==> config.mk <==
export PLATFORM = sky130hd
export DESIGN_NAME = led_channel_driver
export DESIGN_NICKNAME = d
export VERILOG_FILES = /design/src/rtl/led_pkg.sv /design/src/rtl/tick_divider.sv /design/src/rtl/led_channel_driver.sv
export SDC_FILE = /design/constraint.sdc
export NUM_CORES = 1
export LEC_CHECK = 0
export ABC_AREA = 1
export CORE_UTILIZATION = 63
export CTS_CLUSTER_SIZE = 30
export DETAILED_ROUTE_END_ITERATION = 12
export DONT_BUFFER_PORTS = 1
export PLACE_DENSITY_LB_ADDON = 0.12
export SKIP_CTS_REPAIR_TIMING = 1
export SLEW_MARGIN = 20
export SYNTH_ARGS = -nofsm -noshare
export SYNTH_HDL_FRONTEND = slang
export SYNTH_HIERARCHICAL = 1
export SYNTH_SLANG_ARGS = --single-unit
export TNS_END_PERCENT = 5
==> constraint.sdc <==
create_clock -name clk -period 1.9 [get_ports clk]
set_clock_uncertainty 0.2 [all_clocks]
set_input_delay 0.19 -clock clk [delete_from_list [all_inputs] [get_ports clk]]
set_output_delay 0.19 -clock clk [all_outputs]
set_load 0.05 [all_outputs]
==> src/rtl/led_pkg.sv <==
// Shared LED driver types and default dividers for the 24 MHz HSOSC.
// No logic: latency and backpressure do not apply.
package led_pkg;

    typedef enum logic [1:0] {
        LED_OFF   = 2'd0,
        LED_ON    = 2'd1,
        LED_BLINK = 2'd2,
        LED_PWM   = 2'd3
    } led_mode_t;

    localparam int HSOSC_HZ      = 24_000_000;
    localparam int BLINK_DIV_DEF = 5_000_000;   // 2.4 Hz blink at HSOSC_HZ
    localparam int PWM_DIV_DEF   = 94;

endpackage

==> src/rtl/tick_divider.sv <==
// Free-running 0..DIV-1 counter with a one-cycle tick while at DIV-1 (wraps on that edge).
// Latency: tick is combinational from the counter register; no backpressure.
module tick_divider #(
    parameter int DIV = 94
) (
    input  logic clk,
    input  logic reset,
    output logic tick
);

    localparam int CW = (DIV > 1) ? $clog2(DIV) : 1;

    logic [CW-1:0] cnt;

    assign tick = (cnt == CW'(DIV - 1));

    always_ff @(posedge clk) begin
        if (reset) begin
            cnt <= '0;
        end else if (tick) begin
            cnt <= '0;
        end else begin
            cnt <= cnt + CW'(1);
        end
    end

endmodule

==> src/rtl/led_channel_driver.sv <==
// Run-time configurable LED channels (off/on/blink/PWM) on shared blink and PWM timebases.
// Latency: write strobe to pin is 2 cycles; write port is always accepted, no backpressure.
module led_channel_driver
    import led_pkg::*;
#(
    parameter int N_CH      = 3,
    parameter int DUTY_W    = 4,
    parameter int BLINK_DIV = BLINK_DIV_DEF,
    parameter int PWM_DIV   = PWM_DIV_DEF,
    localparam int CH_W     = (N_CH > 1) ? $clog2(N_CH) : 1
) (
    input  logic              clk,
    input  logic              reset,
    input  logic              cfg_we,
    input  logic [CH_W-1:0]   cfg_ch,
    input  logic [1:0]        cfg_mode,
    input  logic [DUTY_W-1:0] cfg_duty,
    output logic [N_CH-1:0]   led,
    output logic              blink_phase
);

    led_mode_t         mode_q [N_CH];
    logic [DUTY_W-1:0] duty_q [N_CH];
    logic [DUTY_W-1:0] pwm_cnt;
    logic              blink_q;
    logic              blink_tick;
    logic              pwm_tick;
    logic [N_CH-1:0]   led_nxt;

    tick_divider #(.DIV(BLINK_DIV)) u_blink_div (
        .clk   (clk),
        .reset (reset),
        .tick  (blink_tick)
    );

    tick_divider #(.DIV(PWM_DIV)) u_pwm_div (
        .clk   (clk),
        .reset (reset),
        .tick  (pwm_tick)
    );

    // One timebase for all channels keeps every blinking LED phase-aligned.
    always_ff @(posedge clk) begin
        if (reset) begin
            blink_q <= 1'b0;
            pwm_cnt <= '0;
        end else begin
            if (blink_tick) begin
                blink_q <= ~blink_q;
            end
            if (pwm_tick) begin
                pwm_cnt <= pwm_cnt + DUTY_W'(1);
            end
        end
    end

    // Per-channel decode means an out-of-range cfg_ch simply matches nothing.
    always_ff @(posedge clk) begin
        if (reset) begin
            for (int i = 0; i < N_CH; i++) begin
                mode_q[i] <= LED_OFF;
                duty_q[i] <= '0;
            end
        end else begin
            for (int i = 0; i < N_CH; i++) begin
                if (cfg_we && (cfg_ch == CH_W'(i))) begin
                    mode_q[i] <= led_mode_t'(cfg_mode);
                    duty_q[i] <= cfg_duty;
                end
            end
        end
    end

    always_comb begin
        led_nxt = '0;
        for (int i = 0; i < N_CH; i++) begin
            case (mode_q[i])
                LED_OFF:   led_nxt[i] = 1'b0;
                LED_ON:    led_nxt[i] = 1'b1;
                LED_BLINK: led_nxt[i] = blink_q;
                LED_PWM:   led_nxt[i] = (pwm_cnt < duty_q[i]);
                default:   led_nxt[i] = 1'b0;
            endcase
        end
    end

    always_ff @(posedge clk) begin
        if (reset) begin
            led <= '0;
        end else begin
            led <= led_nxt;
        end
    end

    assign blink_phase = blink_q;

endmodule

==> results of run 1 <==
-- how the worst max path moves through the flow --
stage                             startpoint                        to  slack (ps)
2_1_floorplan  u_blink_div/cnt[0]$_SDFF_PP0_  blink_phase$_SDFFE_PP0P_         260
6_report       u_blink_div/cnt[0]$_SDFF_PP0_  blink_phase$_SDFFE_PP0P_         140
3_5_place_dp   u_blink_div/cnt[0]$_SDFF_PP0_  blink_phase$_SDFFE_PP0P_         160
3_3_place_gp   u_blink_div/cnt[0]$_SDFF_PP0_  blink_phase$_SDFFE_PP0P_         210
5_1_grt          u_pwm_div/cnt[0]$_SDFF_PP0_   pwm_cnt[3]$_SDFFE_PP0P_          50
4_1_cts        u_blink_div/cnt[0]$_SDFF_PP0_  blink_phase$_SDFFE_PP0P_         140
-- sequential cells by signal, indices dropped and copies added, names as in the netlist --
register and cells:
blink_phase 1, duty_q 12, led 3, mode_q 6
pwm_cnt 4, u_blink_div/cnt 23, u_pwm_div/cnt 7
-- per-layer routing --
metal,track usage,vias to the layer above,share of wire
li1,-,1160,-
met1,0.2775,976,0.47
met2,0.3732,27,0.48
met3,0.04797,8,0.027
met4,0.1000,0,0.017
met5,0,-,0
-- layout by cell type (no fill, tap or decap) --
cell           Yosys  routed
inv_1             61      61
o211ai_2           1       1
bufinv_16          0       1
nor2_4             6       6
inv_2              2       2
nand2_2            6       6
or2_0              2       2
buf_4              2       1
dfxtp_1           38      38
xor2_1             6       6
clkbuf_8           0       5
nand3_1           19      19
nand4_1            3       3
nor3_2             1       1
o21ai_0            5       5
nand2_1           94      94
a21oi_1           14      14
clkbuf_1           0       1
ha_1              13      13
nor2_1            52      52
xnor2_1            6       6
nor4_1             1       1
nor2_8             1       1
buf_12             0       1
clkinv_2           0       1
o21bai_1           2       2
nor2_2             6       6
a21oi_2            4       4
o21ai_1            2       2
nand2_4            2       2
edfxtp_1          18      18
nand3_2            1       1
dlygate4sd3_1      0       7
-- layout make-up --
type,instances,area (um^2)
fillers,348,1255
repair buffers,9,97.59
flip-flops and latches,56,1301
inverters,63,236.5
multi-input cells,247,1321
well taps,52,65.06
clock buffers,6,72.57
clock inverters,2,35.03
-- synthesized netlist by cell type, drive strengths merged, types with 2 or more instances --
master,count
edfxtp,18
dfxtp,38
nor2,65
ha,13
o21ai,7
inv,63
nand4,3
xor2,6
nand3,20
xnor2,6
o21bai,2
or2,2
nand2,102
a21oi,18
buf,3
-- kinds of logic after synthesis --
group / after synthesis
DFF: 56
adders and majority gates: 13
xor gates and xnor gates: 12
buffers and inverters: 66
AOI/OAI and AO/OA: 28
and+or+nand+nor: 194
-- metrics by stage --
stage	worst slack, ps	utilization	hold WS (ps)	cells
2_1_floorplan	264.1	-	62.38	369
3_3_place_gp	213.5	0.6732	62.88	420
3_5_place_dp	159.6	0.6732	66.07	420
4_1_cts	142.4	0.6978	-268.7	428
5_1_grt	49.87	0.7138	45.12	435
6_report	144.3	0.7138	31.41	435
-- worst reg2reg max path, delay by kind of cell, from the launching register on --
kind,cells,cell delay (ps)
flops,1,380
xor+xnor,1,160
simple gates,5,680
fa+ha+maj,1,230
-- report_power, final --
| group | total (W) | switching [W] | internal, W |
|---|---|---|---|
| Combinational | 0.000130 | 0.0000789 | 0.0000507 |
| Sequential | 0.00132 | 0.0000386 | 0.00128 |
| Clock | 0.000761 | 0.000370 | 0.000392 |
| Total | 0.00221 | 0.000487 | 0.00173 |
==> impl_metrics.ini, run 1 <==
[status]
outcome = finished, final reports clean

[timing]
fmax_mhz = 569.6
finalSetupTns_ps = 0
setup_viol = 0
slew-limit-headroom = 0.6866
worst_pin_slew_ps = 469.4
timing.final.max_slew_violations = 0
hold_violations = 0
fin_crit_ps = 1756
post-route-period-util = 0.9241
rsz0062_at_grt = no

[global_route]
grt_first_pass_wirelength_um = 8638
grt_pass1_vias = 2012
grt_max_degree = 24
grt-ovfl-total = 0
grt_antenna_before_repair = 0
gr-usage-all-layers = 0.2233

[layout]
syn_to_final_growth_pct = 8.456
layout-drive-gt1-share = 0.1018
finalInstanceArea_um2 = 3129
antennaDiodeCount = 0
nets = 406

[drt]
vias_per_cell = 4.991
routed_wl_um = 4896
drc = 0
antenna_left = 0
vias = 2171
wl_per_cell_um = 11.26
drt_pre_antenna_iters = 4
drt-initial-drc-count = 90

[floorplanning]
die_y_um = 69.68
initial_utilization = 0.6581
ios = 15
row_count = 24
dieArea_um2 = 4855
coreArea_um2 = 4384
dieWidth_um = 69.68

[setup_path]
crit_arrival_ps = 1750
slowest_stage = dfxtp_1
critPathLaunchType = register
crit_required_ps = 1900
reg2reg_depth = 7
worstReg2RegStart = u_blink_div/cnt[0]$_SDFF_PP0_
path_delay_family = simple AND/OR/NAND/NOR gates
cp_cell_sequence = ha_1 > nand2_2 > nor2_4 > nand3_1 > nor4_1 > xnor2_1 > nor2_1
critical-path-max-stage-delay_ps = 380
path_buf_inv = 0
ff2ff_setup_slack_ps = 140
worst-path-stages = 7
crit_type = reg2reg
worst_r2r_endpoint = blink_phase$_SDFFE_PP0P_
path_max_fanout = 4
endpoint_kind = register

[yosys]
synth_xor_area_frac = 0.03643
synthArstFlopShare = 0
synth_area_leader_cell = dfxtp_1
ys_warn_count = 6
synth_top_area_share = 0.2637
synth-simple-area-share = 0.3070
ys_ff_latch = 56
synth-edff-count = 18
syn_area_per_cell_um2 = 7.819
ys_seq_area_frac = 0.4510
synth.cell_area_um2 = 2885
synthMuxAreaShare = 0
syn-num-nets = 393
yosys.area_share.adder = 0.05637
synth_area_leaders = dfxtp_1 26%, edfxtp_1 19%, nand2_1 12%
synth_compound_area_frac = 0.05811
synth_flop_cell = dfxtp_1
syn_inst = 369
synth_top_family_by_area = simple AND/OR/NAND/NOR gates
synth.distinct_cells = 28

[clock_network]
cts-root-buf = clkbuf_8
clock-sinks = 56
clk_pin_slew_ps = 90
clockBufferDepth = 2
clk_latency_ps = 310
cts_tree = done
cts_buffers = 5
htreeDepth = 2

[worst_hold_path]
min-delay-path-class = in2reg
hp-start = reset
hold_depth = 4
holdPathEnd = u_blink_div/cnt[16]$_SDFF_PP0_

[pwr]
power.density_nw_per_um2 = 707.6
p_leak_nw = 1.340
vdd_ir_drop_max_mv = 0.5420
fin_total_pwr_w = 0.002214

[place]
place_area_um2 = 2952
hpwlAfterDp_um = 3640
gp_congestion = 0.7887
portBuffers = 0

[run]
maxCapViolCount = 0
Note: power is estimated with default switching activity, not from simulation.
==> inputs of run 2 (changes only) <==
Settings changed: CELL_PAD_IN_SITES_DETAIL_PLACEMENT from default to 1, CELL_PAD_IN_SITES_GLOBAL_PLACEMENT from default to 2, CORE_UTILIZATION 63 to 38, HOLD_SLACK_MARGIN from default to 0.08.
==> run 2 against run 1 <==
  * Combinational power rose by 3%
  * Critical endpoint unchanged
  * Register-to-register slack improved by 20 ps
  * Clock power fell by 13%
  * Routed wire length rose by 22%
  * Critical path depth did not move
  * Worst setup slack improved by 18 ps
  * Largest power group unchanged
  * Maximum frequency rose by 1.0%
  * Worst hold slack improved by 98 ps
  * First-iteration DRC count fell by 48%
  * Utilization fell by 28 points
  * Power fell by 4.2%
  * Via count rose by 0.37%
==> impl_metrics.ini, run 2 (synthesized netlist as in run 1, its figures left out) <==
[layout]
antennaDiodeCount = 0
top_regs = u_blink_div/cnt x23, duty_q x12, u_pwm_div/cnt x7
layout-drive-gt1-share = 0.1065
syn_to_final_growth_pct = 10.23
final_cell_mix = 94 x nand2_1, 61 x inv_1, 52 x nor2_1
nets = 408
largest_reg_flops = 23
regMostFlops = u_blink_div/cnt
final_common_cell = nand2_1

[setup_path]
critPathLaunchType = register
cp_cell_sequence = ha_1 > nand2_2 > nor2_4 > nand3_1 > nor4_2 > xnor2_1 > nor2_1
path_delay_family = simple AND/OR/NAND/NOR gates
crit_required_ps = 1900
crit_arrival_ps = 1740
reg2reg_depth = 7
critical-path-max-stage-delay_ps = 380
endpoint_kind = register
slowest_stage = dfxtp_1
crit_type = reg2reg
worst_r2r_endpoint = blink_phase$_SDFFE_PP0P_
worstReg2RegStart = u_blink_div/cnt[0]$_SDFF_PP0_
path_buf_inv = 0
path_max_fanout = 4
ff2ff_setup_slack_ps = 160

[drt]
antenna_left = 0
wl_per_cell_um = 12.39
drt_pre_antenna_iters = 4
routed_wl_um = 5995
vias_per_cell = 4.502
drc = 0
vias = 2179
drt-initial-drc-count = 47

[clock_network]
clock-sinks = 56
cts_tree = done
clockBufferDepth = 2
clk_latency_ps = 300
cts_buffers = 5
cts-root-buf = clkbuf_8
htreeDepth = 2
clk_pin_slew_ps = 100

[worst_hold_path]
hold_depth = 2
hp-start = cfg_we
min-delay-path-class = in2reg
holdPathEnd = mode_q[0][0]$_DFFE_PP_

[global_route]
grt_pass1_vias = 2103
grt-ovfl-total = 0
grt_antenna_before_repair = 0
gr-usage-all-layers = 0.1633
grt_max_degree = 18
grt_first_pass_wirelength_um = 9873

[floorplanning]
ios = 15
die_y_um = 89.14
row_count = 31
dieArea_um2 = 7945
dieWidth_um = 89.14
coreArea_um2 = 7292
initial_utilization = 0.3957

[timing]
post-route-period-util = 0.9147
timing.final.max_slew_violations = 0
hold_violations = 0
fin_ws_ps = 162.0
fin_crit_ps = 1738
setup_viol = 0
worst_pin_slew_ps = 487.0
rsz0062_at_grt = no
fmax_mhz = 575.4
slew-limit-headroom = 0.6749
finalSetupTns_ps = 0

[pwr]
power.density_nw_per_um2 = 666.7
p_leak_nw = 1.331
vdd_ir_drop_max_mv = 0.2420

[run]
maxCapViolCount = 0

[place]
dp_slack_ps = 144.4
gp_congestion = 0.7305
portBuffers = 0
hpwlAfterDp_um = 4693

[status]
outcome = finished, final reports clean
run 2: changes by cell type in the layout (fill, tap and decap cells not counted), sizes merged:
cell         change
clkinvlp         +1
bufinv           -1
buf              +1
dlygate4sd3      +1
run 2: worst max-delay path by stage:
stage          cells past startpoint                       end  slack, ps                           from
2_1_floorplan                      7  blink_phase$_SDFFE_PP0P_        260  u_blink_div/cnt[0]$_SDFF_PP0_
3_3_place_gp                       7  blink_phase$_SDFFE_PP0P_        190  u_blink_div/cnt[0]$_SDFF_PP0_
3_5_place_dp                       7  blink_phase$_SDFFE_PP0P_        140  u_blink_div/cnt[0]$_SDFF_PP0_
4_1_cts                            7  blink_phase$_SDFFE_PP0P_        120  u_blink_div/cnt[0]$_SDFF_PP0_
5_1_grt                            7  blink_phase$_SDFFE_PP0P_          9  u_blink_div/cnt[0]$_SDFF_PP0_
6_report                           7  blink_phase$_SDFFE_PP0P_        160  u_blink_div/cnt[0]$_SDFF_PP0_
run 2: area by class of cell:
cell class	count	area [um^2]
Clock inverter	2	16.27
Multi-Input combinational cell	247	1328
Clock buffer	6	72.57
Inverter	63	236.5
Tap cell	99	123.9
Timing Repair Buffer	11	102.6
Sequential cell	56	1301
Fill cell	938	4111
run 2: through the flow:
step / hold slack (ps) / instance area [um^2] / std cells / total power, W / util
detailed placement: 65.99 / 3005 / 468 / 0.001476 / 0.4121
global route: 152.5 / 3181 / 484 / 0.002225 / 0.4362
finish: 129.4 / 3181 / 484 / 0.002121 / 0.4362
floorplan: 62.38 / 2885 / 369 / 0.001441 / -
CTS: -271.0 / 3094 / 476 / 0.002147 / 0.4243
global placement: 64.72 / 3005 / 468 / 0.001468 / 0.4121
run 2: where the power goes:
group          leakage, nW  internal, W  switching (W)
clock               0.0414     0.000264       0.000398
combinational        0.804    0.0000509      0.0000828
sequential           0.485      0.00128      0.0000400
total                 1.33      0.00160       0.000521
run 2: layer usage:
metal / vias up / track usage / wire length (um)
li1: 1163 / - / -
met1: 1007 / 0.2020 / 2870
met2: 7 / 0.2949 / 3020
met3: 2 / 0.02585 / 69
met4: 0 / 0.04329 / 34
met5: - / 0 / 0
==> inputs of run 3 (changes only) <==
==> constraint.sdc (replaced) <==
create_clock -name clk -period 1.9 [get_ports clk]
set_clock_uncertainty 0.2 [all_clocks]
set_input_delay 0.19 -clock clk [delete_from_list [all_inputs] [get_ports clk]]
set_output_delay 0.19 -clock clk [all_outputs]
set_load 0.02 [all_outputs]
==> run 3 against run 2 <==
  * Clock-buffer cell count unchanged
  * Routed wire length up 2.7%
  * Largest power group unchanged
  * Clock power hardly changed
  * Maximum frequency decreased by 3.0%
  * Power decreased by 0.32%
  * First-iteration DRC count increased by 19%
  * Final cell count is 0.21% lower
  * Via count increased by 1.5%
  * Sequential share of layout area increased by 0.097 points
  * Utilization decreased by 0.10 points
  * Worst setup slack lost 55 ps
  * Flip-flop and latch count unchanged
==> impl_metrics.ini, run 3 (synthesized netlist as in run 1, its figures left out) <==
[status]
outcome = finished, final reports clean

[clock_network]
clock-sinks = 56
cts_buffers = 5
htreeDepth = 2
clockBufferDepth = 2
cts_tree = done
cts-root-buf = clkbuf_8
clk_latency_ps = 310
clk_pin_slew_ps = 100

[worst_hold_path]
min-delay-path-class = in2reg

[layout]
nets = 407
regMostFlops = u_blink_div/cnt
instances_no_fill = 483
layout-drive-gt1-share = 0.1042
syn_to_final_growth_pct = 9.974
n_fill_cell = 926
final_common_cell = nand2_1
final_cell_mix = 94 x nand2_1, 61 x inv_1, 52 x nor2_1
finalInstanceArea_um2 = 3173
antennaDiodeCount = 0
top_regs = u_blink_div/cnt x23, duty_q x12, u_pwm_div/cnt x7
largest_reg_flops = 23

[drt]
wl_per_cell_um = 12.75
vias = 2211
drt_pre_antenna_iters = 4
antenna_left = 0
drc = 0
drt-initial-drc-count = 56
vias_per_cell = 4.578
routed_wl_um = 6158

[global_route]
grt_antenna_before_repair = 0
grtUsageMet2 = 0.3123
top_usage_layer = met2
use_met1 = 0.1926
use_met3 = 0.03047
grt_max_degree = 18
grt-ovfl-total = 0
grt_pass1_vias = 2155
gr-usage-all-layers = 0.1671
grt_first_pass_wirelength_um = 9963

[setup_path]
crit_required_ps = 1910
slowest_stage = dfxtp_1
critPathLaunchType = register
path_delay_family = simple AND/OR/NAND/NOR gates
critical-path-max-stage-delay_ps = 380
crit_arrival_ps = 1810
cp_cell_sequence = ha_1 > nand2_2 > nor2_4 > nand3_1 > nor4_2 > xnor2_1 > nor2_1
path_buf_inv = 0
crit_type = reg2reg
endpoint_kind = register
path_max_fanout = 4

[place]
portBuffers = 0
dp.cells = 467
hpwlAfterDp_um = 4773
place_area_um2 = 2998
gp_congestion = 0.7289

[timing]
setup_viol = 0
post-route-period-util = 0.9435
timing.final.max_slew_violations = 0
hold_ws_ps = 134.1
fin_crit_ps = 1793
fmax_mhz = 557.8
slew-limit-headroom = 0.7094
worst_pin_slew_ps = 435.2
finalSetupTns_ps = 0
hold_violations = 0

[floorplanning]
initial_utilization = 0.3957
dieArea_um2 = 7945
coreArea_um2 = 7292
ios = 15
row_count = 31
dieWidth_um = 89.14
die_y_um = 89.14

[run]
maxCapViolCount = 0

[pwr]
power.density_nw_per_um2 = 666.2
vdd_ir_drop_max_mv = 0.2903
p_leak_nw = 1.325
-- run 3: power breakdown --
group / internal (W) / switching [W]
logic: 0.0000508 / 0.0000835
clock network: 0.000264 / 0.000401
registers: 0.00129 / 0.0000301
total: 0.00160 / 0.000514
-- run 3: final cells by class --
cell class              instances  area, um^2  share of cell area
flip-flops and latches         56        1301              0.4101
repair buffers                 10       95.09             0.02997
multi-input cells             247        1328              0.4184
clock inverters                 2       16.27            0.005126
inverters                      63       236.5             0.07453
clock buffers                   6       72.57             0.02287
well taps                      99       123.9             0.03904
-- run 3: stage by stage --
step	setup slack, ps	power [W]	utilization
finish	107.3	0.002114	0.4351
global route	-11.77	0.002211	0.4351
CTS	41.54	0.002134	0.4233
detailed placement	59.25	0.001467	0.4111
global placement	184.0	0.001458	0.4111
floorplan	266.4	0.001431	-
-- run 3: worst reg2reg max path, delay by kind of cell (launching register included) --
family        cells  cell delay (ps)
xor+xnor          1              170
simple gates      5              710
flops             1              380
fa+ha+maj         1              230
-- run 3: path summary, 6_finish.rpt --
kind | from | end | slack [ps] | depth (start not counted)
worst max-delay path | u_blink_div/cnt[0]$_SDFF_PP0_ | blink_phase$_SDFFE_PP0P_ | 110 | 7
worst min-delay path | cfg_we | duty_q[0][1]$_DFFE_PP_ | 130 | 2
worst max register to register | u_blink_div/cnt[0]$_SDFF_PP0_ | blink_phase$_SDFFE_PP0P_ | 110 | 7
worst min register to register | u_blink_div/cnt[0]$_SDFF_PP0_ | u_blink_div/cnt[0]$_SDFF_PP0_ | 270 | 1
-- run 3: layer usage --
metal  vias up  part of all wire
met5         -                 0
met3         6             0.018
li1       1162                 -
met4         0             0.014
met2        14              0.51
met1      1029              0.46
